<file path="src/rtl/leaf_shell_pkg.sv">
// Shared constants and width helpers for the leaf shell blocks.
package leaf_shell_pkg;

    localparam int PAYLOAD_BITS_DEFAULT = 32;
    localparam int WORD_CNT_BITS        = 32;

    function automatic int clog2(input int value);
        int result;
        result = 0;
        for (int v = value - 1; v > 0; v = v >> 1) begin
            result++;
        end
        return result;
    endfunction

    // Index width that never collapses to zero bits, even for one or two entries.
    function automatic int idxBits(input int value);
        return (value <= 2) ? 1 : clog2(value);
    endfunction

endpackage

</file>
<file path="src/rtl/leaf_sync_fifo.sv">
// First-word-fall-through synchronous FIFO with a registered occupancy count.
// Full and empty come from the registered count, so a pop never makes room for a push in the same cycle.
module leaf_sync_fifo
    import leaf_shell_pkg::*;
#(
    parameter int WIDTH = PAYLOAD_BITS_DEFAULT,
    parameter int DEPTH = 4
) (
    input  logic             clk_i,
    input  logic             reset_i,
    input  logic             push_i,
    input  logic [WIDTH-1:0] data_i,
    input  logic             pop_i,
    output logic [WIDTH-1:0] data_o,
    output logic             full_o,
    output logic             empty_o
);

    localparam int AW = idxBits(DEPTH);
    localparam int CW = clog2(DEPTH + 1);

    logic [WIDTH-1:0] mem_q [DEPTH];
    logic [AW-1:0]    wrPtr_q;
    logic [AW-1:0]    rdPtr_q;
    logic [CW-1:0]    count_q;
    logic [CW-1:0]    count_d;
    logic             doPush;
    logic             doPop;

    assign full_o  = (count_q == CW'(DEPTH));
    assign empty_o = (count_q == '0);
    assign doPush  = push_i && !full_o;
    assign doPop   = pop_i && !empty_o;
    assign data_o  = mem_q[rdPtr_q];

    always_comb begin
        count_d = count_q;
        if (doPush && !doPop) begin
            count_d = count_q + CW'(1);
        end else if (!doPush && doPop) begin
            count_d = count_q - CW'(1);
        end
    end

    always_ff @(posedge clk_i) begin
        if (reset_i) begin
            wrPtr_q <= '0;
            rdPtr_q <= '0;
            count_q <= '0;
        end else begin
            if (doPush) begin
                wrPtr_q <= wrPtr_q + AW'(1);
            end
            if (doPop) begin
                rdPtr_q <= rdPtr_q + AW'(1);
            end
            count_q <= count_d;
        end
    end

    always_ff @(posedge clk_i) begin
        if (doPush) begin
            mem_q[wrPtr_q] <= data_i;
        end
    end

endmodule

</file>
<file path="src/rtl/leaf_user_rr_merge.sv">
// Merges NUM_IN_PORTS inputs onto NUM_OUT_PORTS outputs (input i -> output i mod NUM_OUT_PORTS),
// round-robin per group, one FWFT FIFO per output. Define LEAF_RR_MERGE_CNT_EN for per-output transfer counters.
module leaf_user_rr_merge
    import leaf_shell_pkg::*;
#(
    parameter int PAYLOAD_BITS  = PAYLOAD_BITS_DEFAULT,
    parameter int NUM_IN_PORTS  = 5,
    parameter int NUM_OUT_PORTS = 3,
    parameter int FIFO_DEPTH    = 4
) (
    input  logic                                    clk_user,
    input  logic                                    reset,
    input  logic [NUM_IN_PORTS*PAYLOAD_BITS-1:0]    dout_leaf_interface2user,
    input  logic [NUM_IN_PORTS-1:0]                 vld_interface2user,
    output logic [NUM_IN_PORTS-1:0]                 ack_user2interface,
    output logic [NUM_OUT_PORTS*PAYLOAD_BITS-1:0]   din_leaf_user2interface,
    output logic [NUM_OUT_PORTS-1:0]                vld_user2interface,
    input  logic [NUM_OUT_PORTS-1:0]                ack_interface2user,
    output logic [NUM_OUT_PORTS*WORD_CNT_BITS-1:0]  word_cnt
);

    for (genvar j = 0; j < NUM_OUT_PORTS; j++) begin : gGroup
        localparam int MEMBERS = (NUM_IN_PORTS - j + NUM_OUT_PORTS - 1) / NUM_OUT_PORTS;
        localparam int MW      = idxBits(MEMBERS);

        logic [MEMBERS-1:0]      req;
        logic [PAYLOAD_BITS-1:0] memberData [MEMBERS];
        logic [MW-1:0]           ptr_q;
        logic [MW-1:0]           ptr_d;
        logic [MW-1:0]           scanIdx;
        logic [MW-1:0]           grantIdx;
        logic                    found;
        logic                    full;
        logic                    empty;
        logic                    popReq;

        // Member m of this group is input j + m*NUM_OUT_PORTS; the pointer holds a member index.
        for (genvar m = 0; m < MEMBERS; m++) begin : gMember
            assign req[m]        = vld_interface2user[j + m*NUM_OUT_PORTS];
            assign memberData[m] = dout_leaf_interface2user[(j + m*NUM_OUT_PORTS)*PAYLOAD_BITS +: PAYLOAD_BITS];
            assign ack_user2interface[j + m*NUM_OUT_PORTS] = found && (grantIdx == MW'(m));
        end

        always_comb begin
            found    = 1'b0;
            grantIdx = '0;
            scanIdx  = '0;
            ptr_d    = ptr_q;
            if (!reset && !full) begin
                for (int o = 0; o < MEMBERS; o++) begin
                    scanIdx = MW'((int'(ptr_q) + o) % MEMBERS);
                    if (!found && req[scanIdx]) begin
                        found    = 1'b1;
                        grantIdx = scanIdx;
                    end
                end
            end
            if (found) begin
                ptr_d = (int'(grantIdx) == MEMBERS - 1) ? '0 : grantIdx + MW'(1);
            end
        end

        always_ff @(posedge clk_user) begin
            if (reset) begin
                ptr_q <= '0;
            end else begin
                ptr_q <= ptr_d;
            end
        end

        leaf_sync_fifo #(
            .WIDTH (PAYLOAD_BITS),
            .DEPTH (FIFO_DEPTH)
        ) uFifo (
            .clk_i   (clk_user),
            .reset_i (reset),
            .push_i  (found),
            .data_i  (memberData[grantIdx]),
            .pop_i   (popReq),
            .data_o  (din_leaf_user2interface[j*PAYLOAD_BITS +: PAYLOAD_BITS]),
            .full_o  (full),
            .empty_o (empty)
        );

        assign vld_user2interface[j] = !empty && !reset;
        assign popReq                = vld_user2interface[j] && ack_interface2user[j];

`ifdef LEAF_RR_MERGE_CNT_EN
        logic [WORD_CNT_BITS-1:0] cnt_q;

        always_ff @(posedge clk_user) begin
            if (reset) begin
                cnt_q <= '0;
            end else if (popReq && (cnt_q != '1)) begin
                cnt_q <= cnt_q + WORD_CNT_BITS'(1);
            end
        end

        assign word_cnt[j*WORD_CNT_BITS +: WORD_CNT_BITS] = cnt_q;
`else
        assign word_cnt[j*WORD_CNT_BITS +: WORD_CNT_BITS] = '0;
`endif
    end

endmodule

</file>
<file path="config.mk">
export PLATFORM = sky130hd
export DESIGN_NAME = leaf_user_rr_merge
export DESIGN_NICKNAME = d
export VERILOG_FILES = /design/src/rtl/leaf_shell_pkg.sv /design/src/rtl/leaf_sync_fifo.sv /design/src/rtl/leaf_user_rr_merge.sv
export SDC_FILE = /design/constraint.sdc
export NUM_CORES = 1
export LEC_CHECK = 0
export ABC_AREA = 1
export CAP_MARGIN = 20
export CORE_ASPECT_RATIO = 2
export CORE_MARGIN = 2
export CORE_UTILIZATION = 45
export DETAILED_ROUTE_END_ITERATION = 10
export HOLD_SLACK_MARGIN = 0.02
export PLACE_DENSITY = 0.84
export SLEW_MARGIN = 10
export SYNTH_ARGS = -nofsm -noshare
export SYNTH_HDL_FRONTEND = slang
export SYNTH_SLANG_ARGS = --single-unit
</file>
<file path="constraint.sdc">
create_clock -name clk_user -period 2.95 [get_ports clk_user]
set_clock_uncertainty 0.2 [all_clocks]
set_input_delay 0.295 -clock clk_user [delete_from_list [all_inputs] [get_ports clk_user]]
set_output_delay 0.295 -clock clk_user [all_outputs]
set_load 0.02 [all_outputs]
</file>
==> impl_metrics.tcl, run 1 <==
set metrics [dict create \
    ant_nets 0 \
    layout-drive-gt1-share_pct 8.570 \
    power_density_nw_per_um2 725.3 \
    grtUsageTotal_pct 17.92 \
    syn-instance-count 1460 \
    synthTopCellsByArea "edfxtp_1, o21ai_0, nor2_1, nand2_1, buf_4" \
    status "finished clean" \
    place_inst 2220 \
    setup_slack_ns 0.07717 \
    clkTransAtPathRegs_ns 0.07 \
    boundaryPins 370 \
    setup_violations 0 \
    grt_max_degree 51 \
    die-height_um 282.3 \
    crit_path_start_kind "flop" \
    ys.warnings.count 0 \
    die_w_um 143.2 \
    portBuffers 273 \
    drtIter0Drc 629 \
    clock_path_buffers 3 \
    synth_edf_count 384 \
    routabilityCongestion 0.7453 \
    yosysTopAreaCellShare_pct 66.17 \
    cp.required_ns 2.46 \
    hold_buffers 0 \
    clk_latency_ns 0.54 \
    hold_path_class "input pin to flop" \
    fin_crit_ns 2.873 \
    p_leak_nw 7.996 \
    area.growth.synth_to_final_pct 24.61 \
    antenna_found_initial 6 \
    async_reset_ff_share_pct 0 \
    nets 1925 \
    core_um2 38410 \
    cts-root-buf "clkbuf_16" \
    fin_util_pct 56.53 \
    yosysSeqAreaShare_pct 69.50 \
    wl_per_cell_um 16.37 \
    drt_first_pass_iters 7 \
    htree_levels 2 \
    finalWirelength_um 37370 \
    netlist.top_cell.by_area "edfxtp_1" \
    nFillCells 2979 \
    worst_ir_drop_vdd_v 0.0006289 \
    grt_pass1_wl_um 56170 \
    crit_type "flop to output pin" \
    syn-mean-instance-area_um2 11.94 \
    hold_viol 0 \
    yosysUniqueCellTypes 32 \
    fin_cells 2283 \
    cap_viol_max_count 0 \
    post_cts_buffers 0 \
    drv_slew 0 \
    vias_per_cell 5.014 \
    max_freq_mhz 348.1 \
    cp-end-kind "output pin" \
    place_worst_setup_slack_ns 0.2309 \
    start_util_pct 45.37 \
    globalRouteOverflowTotal 0 \
    dieArea_um2 40410 \
    ys_ff_latch 413 \
    rows 102 \
    fin_crit_sh_pct 97.38 \
    numCtsBuffers 35 \
    cts_tree "done" \
    synthFlopType "edfxtp_1" \
    rsz0062_at_grt "true" \
    dpl.hpwl_um 24480 \
    drc 0 \
    grt_pass1_vias 10790 \
    synth_area_um2 17430 \
    num_vias 11450 \
    tns_ns 0 \
    cp_max_fo 36 \
    clock_sinks 413 \
    critical_path_arrival_ns 2.38 \
]
[path summary, 6_finish.rpt]
| check | endpoint | depth (start not counted) | slack [ns] | from |
|---|---|---|---|---|
| max | din_leaf_user2interface[63] | 4 | 0.08 | flop |
| min | gGroup[2].uFifo.mem_q[0][2] | 1 | 0.20 | dout_leaf_interface2user[66] |
| max reg2reg | gGroup[2].uFifo.count_q[2] | 14 | 0.63 | gGroup[2].uFifo.count_q[0] |
| min reg2reg | flop | 2 | 0.30 | gGroup[2].uFifo.rdPtr_q[1] |
[cells by family (layout without fill, tap and decap cells)]
family / count (synthesis) / in the layout / share of synthesized area (%)
simple gates: 497 / 497 / 11.62
flops: 413 / 413 / 69.50
compound gates: 305 / 305 / 9.535
buf+inv: 223 / 430 / 7.754
fa+ha+maj: 18 / 18 / 1.422
xor+xnor: 3 / 3 / 0.1508
other cells: 1 / 97 / 0.02152
[layer usage]
metal | share of wire (%) | track usage, % | up-vias
li1 | - | - | 5469
met1 | 37 | 21.25 | 5358
met2 | 50 | 31.32 | 531
met3 | 9.4 | 4.435 | 79
met4 | 3.1 | 6.677 | 10
met5 | 0.18 | 0 | -
[Yosys cell counts (6+ instances only)]
master,instances
a21oi_1,9
buf_2,23
buf_4,104
buf_6,6
clkbuf_1,34
dfxtp_1,29
edfxtp_1,384
ha_1,15
inv_1,48
nand2_1,216
nand2_2,20
nor2_1,238
o21ai_0,190
o21ai_1,8
o22ai_1,96
[per-stage QoR]
stage | hold WS [ns] | instance area [um^2] | power, mW
final | 0.1977 | 21720 | 15.75
after detailed placement | 0.2865 | 20510 | 11.23
after floorplan | 0.1730 | 17780 | 9.615
after global routing | 0.1742 | 21720 | 16.46
after global placement | 0.2780 | 20510 | 11.13
after CTS | 0.1678 | 21680 | 15.88
[sequential cells by signal (all words and copies together), names as in the netlist, named ones only]
| register | count |
|---|---|
| gGroup.ptr_q | 2 |
| gGroup.uFifo.count_q | 9 |
| gGroup.uFifo.mem_q | 384 |
| gGroup.uFifo.rdPtr_q | 6 |
| gGroup.uFifo.wrPtr_q | 6 |
[layout make-up]
class / instances / area (um^2) / share of cell area [%]
diodes: 1 / 2.502 / 0.01152
clock buffers: 38 / 887.1 / 4.085
clock inverters: 24 / 272.8 / 1.256
inverters: 54 / 221.5 / 1.020
multi-input cells: 919 / 4357 / 20.06
flip-flops and latches: 413 / 12120 / 55.80
well taps: 520 / 650.6 / 2.996
repair buffers: 314 / 3208 / 14.77
[critical path, stage by stage, from the launching register on]
cell and delay [ns]:
dfxtp_2 0.35, buf_4 0.34, o21ai_0 0.15, o22ai_1 0.32
clkdlybuf4s50_1 0.67
[power breakdown]
part,switching (mW),total [mW],internal (mW)
combinational,2.37,3.88,1.51
sequential,0.182,7.22,7.04
clock,2.07,4.64,2.58
total,4.62,15.7,11.1
[layout by cell type, fill, tap and decap left out, types with 9 or more instances in the layout]
cell type / instances
nor2_2: 14
o22ai_1: 95
nand2_2: 20
inv_1: 47
buf_4: 26
nor2_1: 226
conb_1: 96
edfxtp_1: 384
clkdlybuf4s50_1: 267
nand2_1: 216
dfxtp_1: 25
buf_12: 11
ha_1: 15
clkbuf_16: 35
o21ai_0: 190
a21oi_1: 9
[timing repair]
item / 4_1_cts / 5_1_grt
endpoints found under the setup margin: 4 / 22
gates resized for setup: 1 / 13
endpoints found under the hold margin: 0 / 0
Note: power is estimated with default switching activity, not from simulation.
==> run 2: changes to the inputs <==
--- a/config.mk
+++ b/config.mk
@@ -10,6 +10,7 @@
 export CORE_ASPECT_RATIO = 2
 export CORE_MARGIN = 2
 export CORE_UTILIZATION = 45
+export CTS_BUF_LIST = sky130_fd_sc_hd__clkbuf_2 sky130_fd_sc_hd__clkbuf_4 sky130_fd_sc_hd__clkbuf_8
 export DETAILED_ROUTE_END_ITERATION = 10
 export HOLD_SLACK_MARGIN = 0.02
 export PLACE_DENSITY = 0.84
==> run 2 against run 1 <==
Effect of this change:
- cell count up 1.6%
- register-to-register slack worse by 0.02 ns
- routed wire length grew 1.7%
- core utilization grew 0.24 points
- clock power hardly changed
- critical path type unchanged
- sequential share of layout area down 0.22 points
- sequential power hardly changed
- total power is essentially flat
- design area rose by 0.42%
- count of clock-buffer cells in the layout grew 30
==> impl_metrics.tcl, run 2 (synthesis results as in run 1) <==
set metrics [dict create \
    status "finished clean" \
    grt_pass1_vias 10920 \
    crit_type "flop to output pin" \
    worst_ir_drop_vdd_v 0.0005500 \
    post_cts_buffers 0 \
    final_common_cell "edfxtp_1" \
    drc 0 \
    grt_pass1_wl_um 56770 \
    start_util_pct 45.37 \
    clk_latency_ns 0.62 \
    seqPwrFrac_pct 45.9 \
    top_register "gGroup.uFifo.mem_q" \
    boundaryPins 370 \
    holdPathStages 1 \
    portBuffers 273 \
    ant_nets 0 \
    grt_max_degree 51 \
    numCtsBuffers 52 \
    cts-root-buf "clkbuf_8" \
    holdPathEnd "gGroup[2].uFifo.mem_q[3][5]" \
    die_w_um 143.2 \
    wl_per_cell_um 16.39 \
    hold_viol 0 \
    p_leak_nw 8.212 \
    clock_sinks 413 \
    num_vias 11690 \
    multi_input_area_um2 4357 \
    rrSetupSlack_ns 0.61 \
    largest_reg_flops 384 \
    critical_path_arrival_ns 2.38 \
    r2r-end "gGroup[2].uFifo.count_q[2]" \
    rows 102 \
    nets 1942 \
    reg_top3 "gGroup.uFifo.mem_q x384, gGroup.uFifo.count_q x9" \
    max_freq_mhz 348.0 \
    dieArea_um2 40410 \
    area.growth.synth_to_final_pct 25.14 \
    worst_pin_slew_ns 0.5072 \
    die-height_um 282.3 \
    timing.rr.start "gGroup[2].uFifo.count_q[0]" \
    globalRouteOverflowTotal 0 \
    finalWirelength_um 38000 \
    fin_crit_sh_pct 97.40 \
    hold_buffers 0 \
    post_dp_cell_area_um2 20510 \
    crit_path_start_kind "flop" \
    drv_slew 0 \
    clock_path_buffers 3 \
    slew_headroom_pct 66.19 \
    vias_per_cell 5.042 \
    min_from "dout_leaf_interface2user[69]" \
    dpl.hpwl_um 24480 \
    register_area_um2 12120 \
    place_worst_setup_slack_ns 0.2309 \
    power_density_nw_per_um2 722.6 \
    setup_violations 0 \
    tns_ns 0 \
    combPwrFrac_pct 24.5 \
    switching_power_mw 4.633 \
    setup_slack_ns 0.07676 \
    cp_max_fo 17 \
    switching_share_pct 29.40 \
    clkPwrFrac_pct 29.7 \
    cts_tree "done" \
    grtUsageTotal_pct 18.07 \
    reg2reg_depth 11 \
    routabilityCongestion 0.7453 \
    hold_path_class "input pin to flop" \
    drt_first_pass_iters 5 \
    core_um2 38410 \
    htree_levels 2 \
    fin_crit_ns 2.873 \
    cap_viol_max_count 0 \
    fin_area_um2 21810 \
    layout_common_cells "edfxtp_1, clkdlybuf4s50_1, nor2_1" \
    nFillCells 2974 \
    cp-end-kind "output pin" \
    antenna_found_initial 6 \
    clkTransAtPathRegs_ns 0.07 \
    drtIter0Drc 636 \
    cp.required_ns 2.46 \
    layout-drive-gt1-share_pct 10.57 \
    internal-power_mw 11.13 \
]
run 2: changes by cell type in the layout (fill, tap and decap cells not counted), sizes merged:
cell           delta
clkdlybuf4s50    -25
clkbuf           +30
inv               -1
dlymetal6s2s     +15
bufinv            +4
clkinv            +3
dlygate4sd2      +10
run 2: how the worst max path moves through the flow:
stage                                     from                     endpoint  slack, ns  depth (start not counted)
finish                                    flop  din_leaf_user2interface[60]       0.08                          4
global route                              flop   din_leaf_user2interface[3]      -0.02                          5
CTS                                       flop  din_leaf_user2interface[89]      0.004                          5
detailed placement                       reset   gGroup[1].uFifo.count_q[2]       0.23                         13
global placement                         reset   gGroup[1].uFifo.count_q[2]       0.28                         13
floorplan           gGroup[2].uFifo.count_q[0]  gGroup[2].uFifo.mem_q[0][0]       0.21                          6
run 2: power groups by stage:
stage | combinational [mW] | clock, mW | sequential (mW)
2_1_floorplan | 2.30 | 0 | 7.31
6_report | 3.86 | 4.67 | 7.23
3_5_place_dp | 3.88 | 0 | 7.35
4_1_cts | 3.89 | 4.78 | 7.23
3_3_place_gp | 3.80 | 0 | 7.33
5_1_grt | 4.19 | 5.01 | 7.27
run 2: worst max-delay path, stage by stage (launching register included):
cell and delay [ns]:
dfxtp_1 0.42, buf_4 0.26, o21ai_0 0.12, o22ai_1 0.29, clkdlybuf4s50_1 0.67
run 2: timing repair:
| item | in CTS | in global routing |
|---|---|---|
| endpoints found under the hold margin | 0 | 0 |
| pin swaps | 0 | 0 |
| resized for setup | 18 | 27 |
| endpoints found under the setup margin | 39 | 42 |
run 2: layout make-up:
type,count,area share (%)
inverters,54,1.027
repair buffers,314,14.86
flip-flops and latches,413,55.57
multi-input cells,919,19.98
clock inverters,30,1.675
well taps,520,2.984
diodes,1,0.01148
clock buffers,68,3.890
run 2: per-layer routing:
| layer | part of all wire (%) | vias to the layer above | wire length, um | global-route usage, % |
|---|---|---|---|---|
| li1 | - | 5525 | - | - |
| met4 | 3.5 | 10 | 1335 | 7.591 |
| met2 | 49 | 574 | 18660 | 30.98 |
| met1 | 38 | 5475 | 14270 | 21.51 |
| met3 | 9.7 | 108 | 3669 | 4.588 |
| met5 | 0.17 | - | 63 | 0 |
run 2: metrics by stage:
stage	power (mW)	cells	util (%)	hold WS, ns
6_report	15.76	2319	56.77	0.1072
5_1_grt	16.47	2319	56.77	0.08060
4_1_cts	15.90	2318	56.59	0.06125
3_5_place_dp	11.23	2220	53.40	0.2865
3_3_place_gp	11.13	2220	53.40	0.2780
2_1_floorplan	9.615	1555	-	0.1730
==> run 3: changes to the inputs <==
--- a/config.mk
+++ b/config.mk
@@ -12,8 +12,9 @@
 export CORE_UTILIZATION = 45
 export CTS_BUF_LIST = sky130_fd_sc_hd__clkbuf_2 sky130_fd_sc_hd__clkbuf_4 sky130_fd_sc_hd__clkbuf_8
 export DETAILED_ROUTE_END_ITERATION = 10
+export DONT_BUFFER_PORTS = 1
 export HOLD_SLACK_MARGIN = 0.02
-export PLACE_DENSITY = 0.84
+export PLACE_DENSITY = 0.71
 export SLEW_MARGIN = 10
 export SYNTH_ARGS = -nofsm -noshare
 export SYNTH_HDL_FRONTEND = slang
==> run 3 against run 2 <==
Effect of this change:
- total power is 8.9% lower
- critical path depth is 4 higher
- register-to-register slack worse by 0.24 ns
- worst setup slack better by 0.056 ns
- sequential power hardly changed
- design area is 6.2% lower
- first-iteration DRC count is 1.3% lower
- global-route usage is 0.83 points lower
==> impl_metrics.tcl, run 3 (synthesis results as in run 1) <==
set metrics [dict create \
    path_buf_inv 4 \
    antenna_found_initial 1 \
    cpPeakStageDelay_ns 0.72 \
    reg_top3 "gGroup.uFifo.mem_q x384, gGroup.uFifo.count_q x9" \
    worst_ir_drop_vdd_v 0.0005671 \
    place_inst 1939 \
    cp_top_family "buffers and inverters" \
    grt_max_degree 53 \
    status "finished clean" \
    fin_crit_sh_pct 95.50 \
    area.growth.synth_to_final_pct 17.44 \
    drtIter0Drc 628 \
    clk_latency_ns 0.60 \
    grtUsageTotal_pct 17.24 \
    crit_top_cell "dlygate4sd3_1" \
    crit_type "input pin to flop" \
    numCtsBuffers 53 \
    die_w_um 143.2 \
    worst_pin_slew_ns 0.7103 \
    rows 102 \
    tns_ns 0 \
    drc 0 \
    clock_path_buffers 3 \
    min_from "vld_interface2user[1]" \
    num_vias 11170 \
    fin_cells 2207 \
    top_register "gGroup.uFifo.mem_q" \
    final_common_cell "edfxtp_1" \
    grt_pass1_vias 10700 \
    startpoint "reset" \
    htree_levels 2 \
    routabilityCongestion 0.7648 \
    power_density_nw_per_um2 701.5 \
    cpMaxStageDelayCell "dlygate4sd3_1" \
    cp_max_fo 32 \
    boundaryPins 370 \
    ant_nets 0 \
    crit_path_start_kind "input pin" \
    crit_chain "dlygate4sd3_1 > inv_4 > nand2_4 > nor2_8 > inv_8 > nand2_2 > nand2_1 > dlygate4sd3_1" \
    largest_reg_flops 384 \
    finalWirelength_um 37010 \
    hold_viol 0 \
    max_freq_mhz 355.0 \
    wl_per_cell_um 16.77 \
    cp.required_ns 3.04 \
    core_um2 38410 \
    p_leak_nw 7.530 \
    dpl.hpwl_um 20640 \
    drv_slew 0 \
    globalRouteOverflowTotal 0 \
    vias_per_cell 5.061 \
    portBuffers 0 \
    grt_pass1_wl_um 54450 \
    clkTransAtPathRegs_ns 0.06 \
    dieArea_um2 40410 \
    clock_sinks 413 \
    cp-end-kind "flop" \
    nets 1836 \
    critical_path_arrival_ns 2.90 \
    timing.rr.start "gGroup[0].uFifo.count_q[1]" \
    layout_common_cells "edfxtp_1, nor2_1, nand2_1" \
    cts_tree "done" \
    setup_violations 0 \
    rsz0062_at_grt "false" \
    cap_viol_max_count 0 \
    layout-drive-gt1-share_pct 10.62 \
    drt_first_pass_iters 7 \
    rrSetupSlack_ns 0.37 \
    fin_crit_ns 2.817 \
    hold_path_class "input pin to flop" \
    start_util_pct 45.37 \
    slew_headroom_pct 53.34 \
    p_total_mw 14.36 \
    cts-root-buf "clkbuf_8" \
    die-height_um 282.3 \
]
==> run 3: cell types whose count changed in the layout (fill, tap and decap cells not counted), sizes merged, moves of 8 or more <==
cell | previous run | this run
bufinv | 8 | 0
dlygate4sd3 | 0 | 172
buf | 41 | 33
dlymetal6s2s | 21 | 0
clkdlybuf4s50 | 242 | 0
dlygate4sd2 | 10 | 0
==> run 3: stage by stage <==
stage	setup WS (ns)	hold slack [ns]	util (%)	cell area [um^2]
2_1_floorplan	0.2066	0.1730	-	17780
3_3_place_gp	0.5545	0.1664	45.96	17660
3_5_place_dp	0.5346	0.1701	45.96	17660
4_1_cts	0.02730	0.02192	53.07	20390
5_1_grt	0.005656	0.07624	53.28	20470
6_report	0.1328	0.06581	53.28	20470
==> run 3: repair_timing <==
action                                 CTS  global route
endpoints found under the hold margin  413             0
buffers inserted                         0             0
setup endpoints to repair                0           139
resized for setup                        0             9
hold buffers                           172             0
==> run 3: area by class of cell <==
| cell class | count | area, um^2 |
|---|---|---|
| fill | 3116 | 17950 |
| sequential | 413 | 12120 |
| multi-input combinational | 921 | 4434 |
| timing repair buffer | 205 | 2036 |
| clock buffer | 74 | 899.6 |
| tap | 520 | 650.6 |
| inverter | 54 | 220.2 |
| clock inverter | 19 | 107.6 |
| antenna | 1 | 2.502 |
==> run 3: tightest hold or removal path, delay by kind of cell <==
kind / cells / cell delay [ns]
buf+inv: 1 / 0.09
simple gates: 4 / 0.44
==> run 3: worst paths after layout <==
check        cells after the start                      endpoint
max                              8  gGroup[0].uFifo.mem_q[1][14]
min                              5    gGroup[1].uFifo.wrPtr_q[0]
max reg2reg                      8  gGroup[0].uFifo.mem_q[1][14]
min reg2reg                      2    gGroup[1].uFifo.rdPtr_q[1]
==> run 3: layer usage <==
layer	vias up	global-route usage [%]	part of all wire, %
li1	5302	-	-
met1	5364	20.41	39
met2	437	29.69	49
met3	66	4.893	8.6
met4	0	6.423	2.6
met5	-	0	0
==> run 3: report_power, final <==
group / leakage, nW / internal, mW / switching, mW
Clock: 0.534 / 1.98 / 1.97
Sequential: 3.74 / 7.05 / 0.203
Combinational: 3.26 / 0.870 / 2.29
Total: 7.53 / 9.89 / 4.46
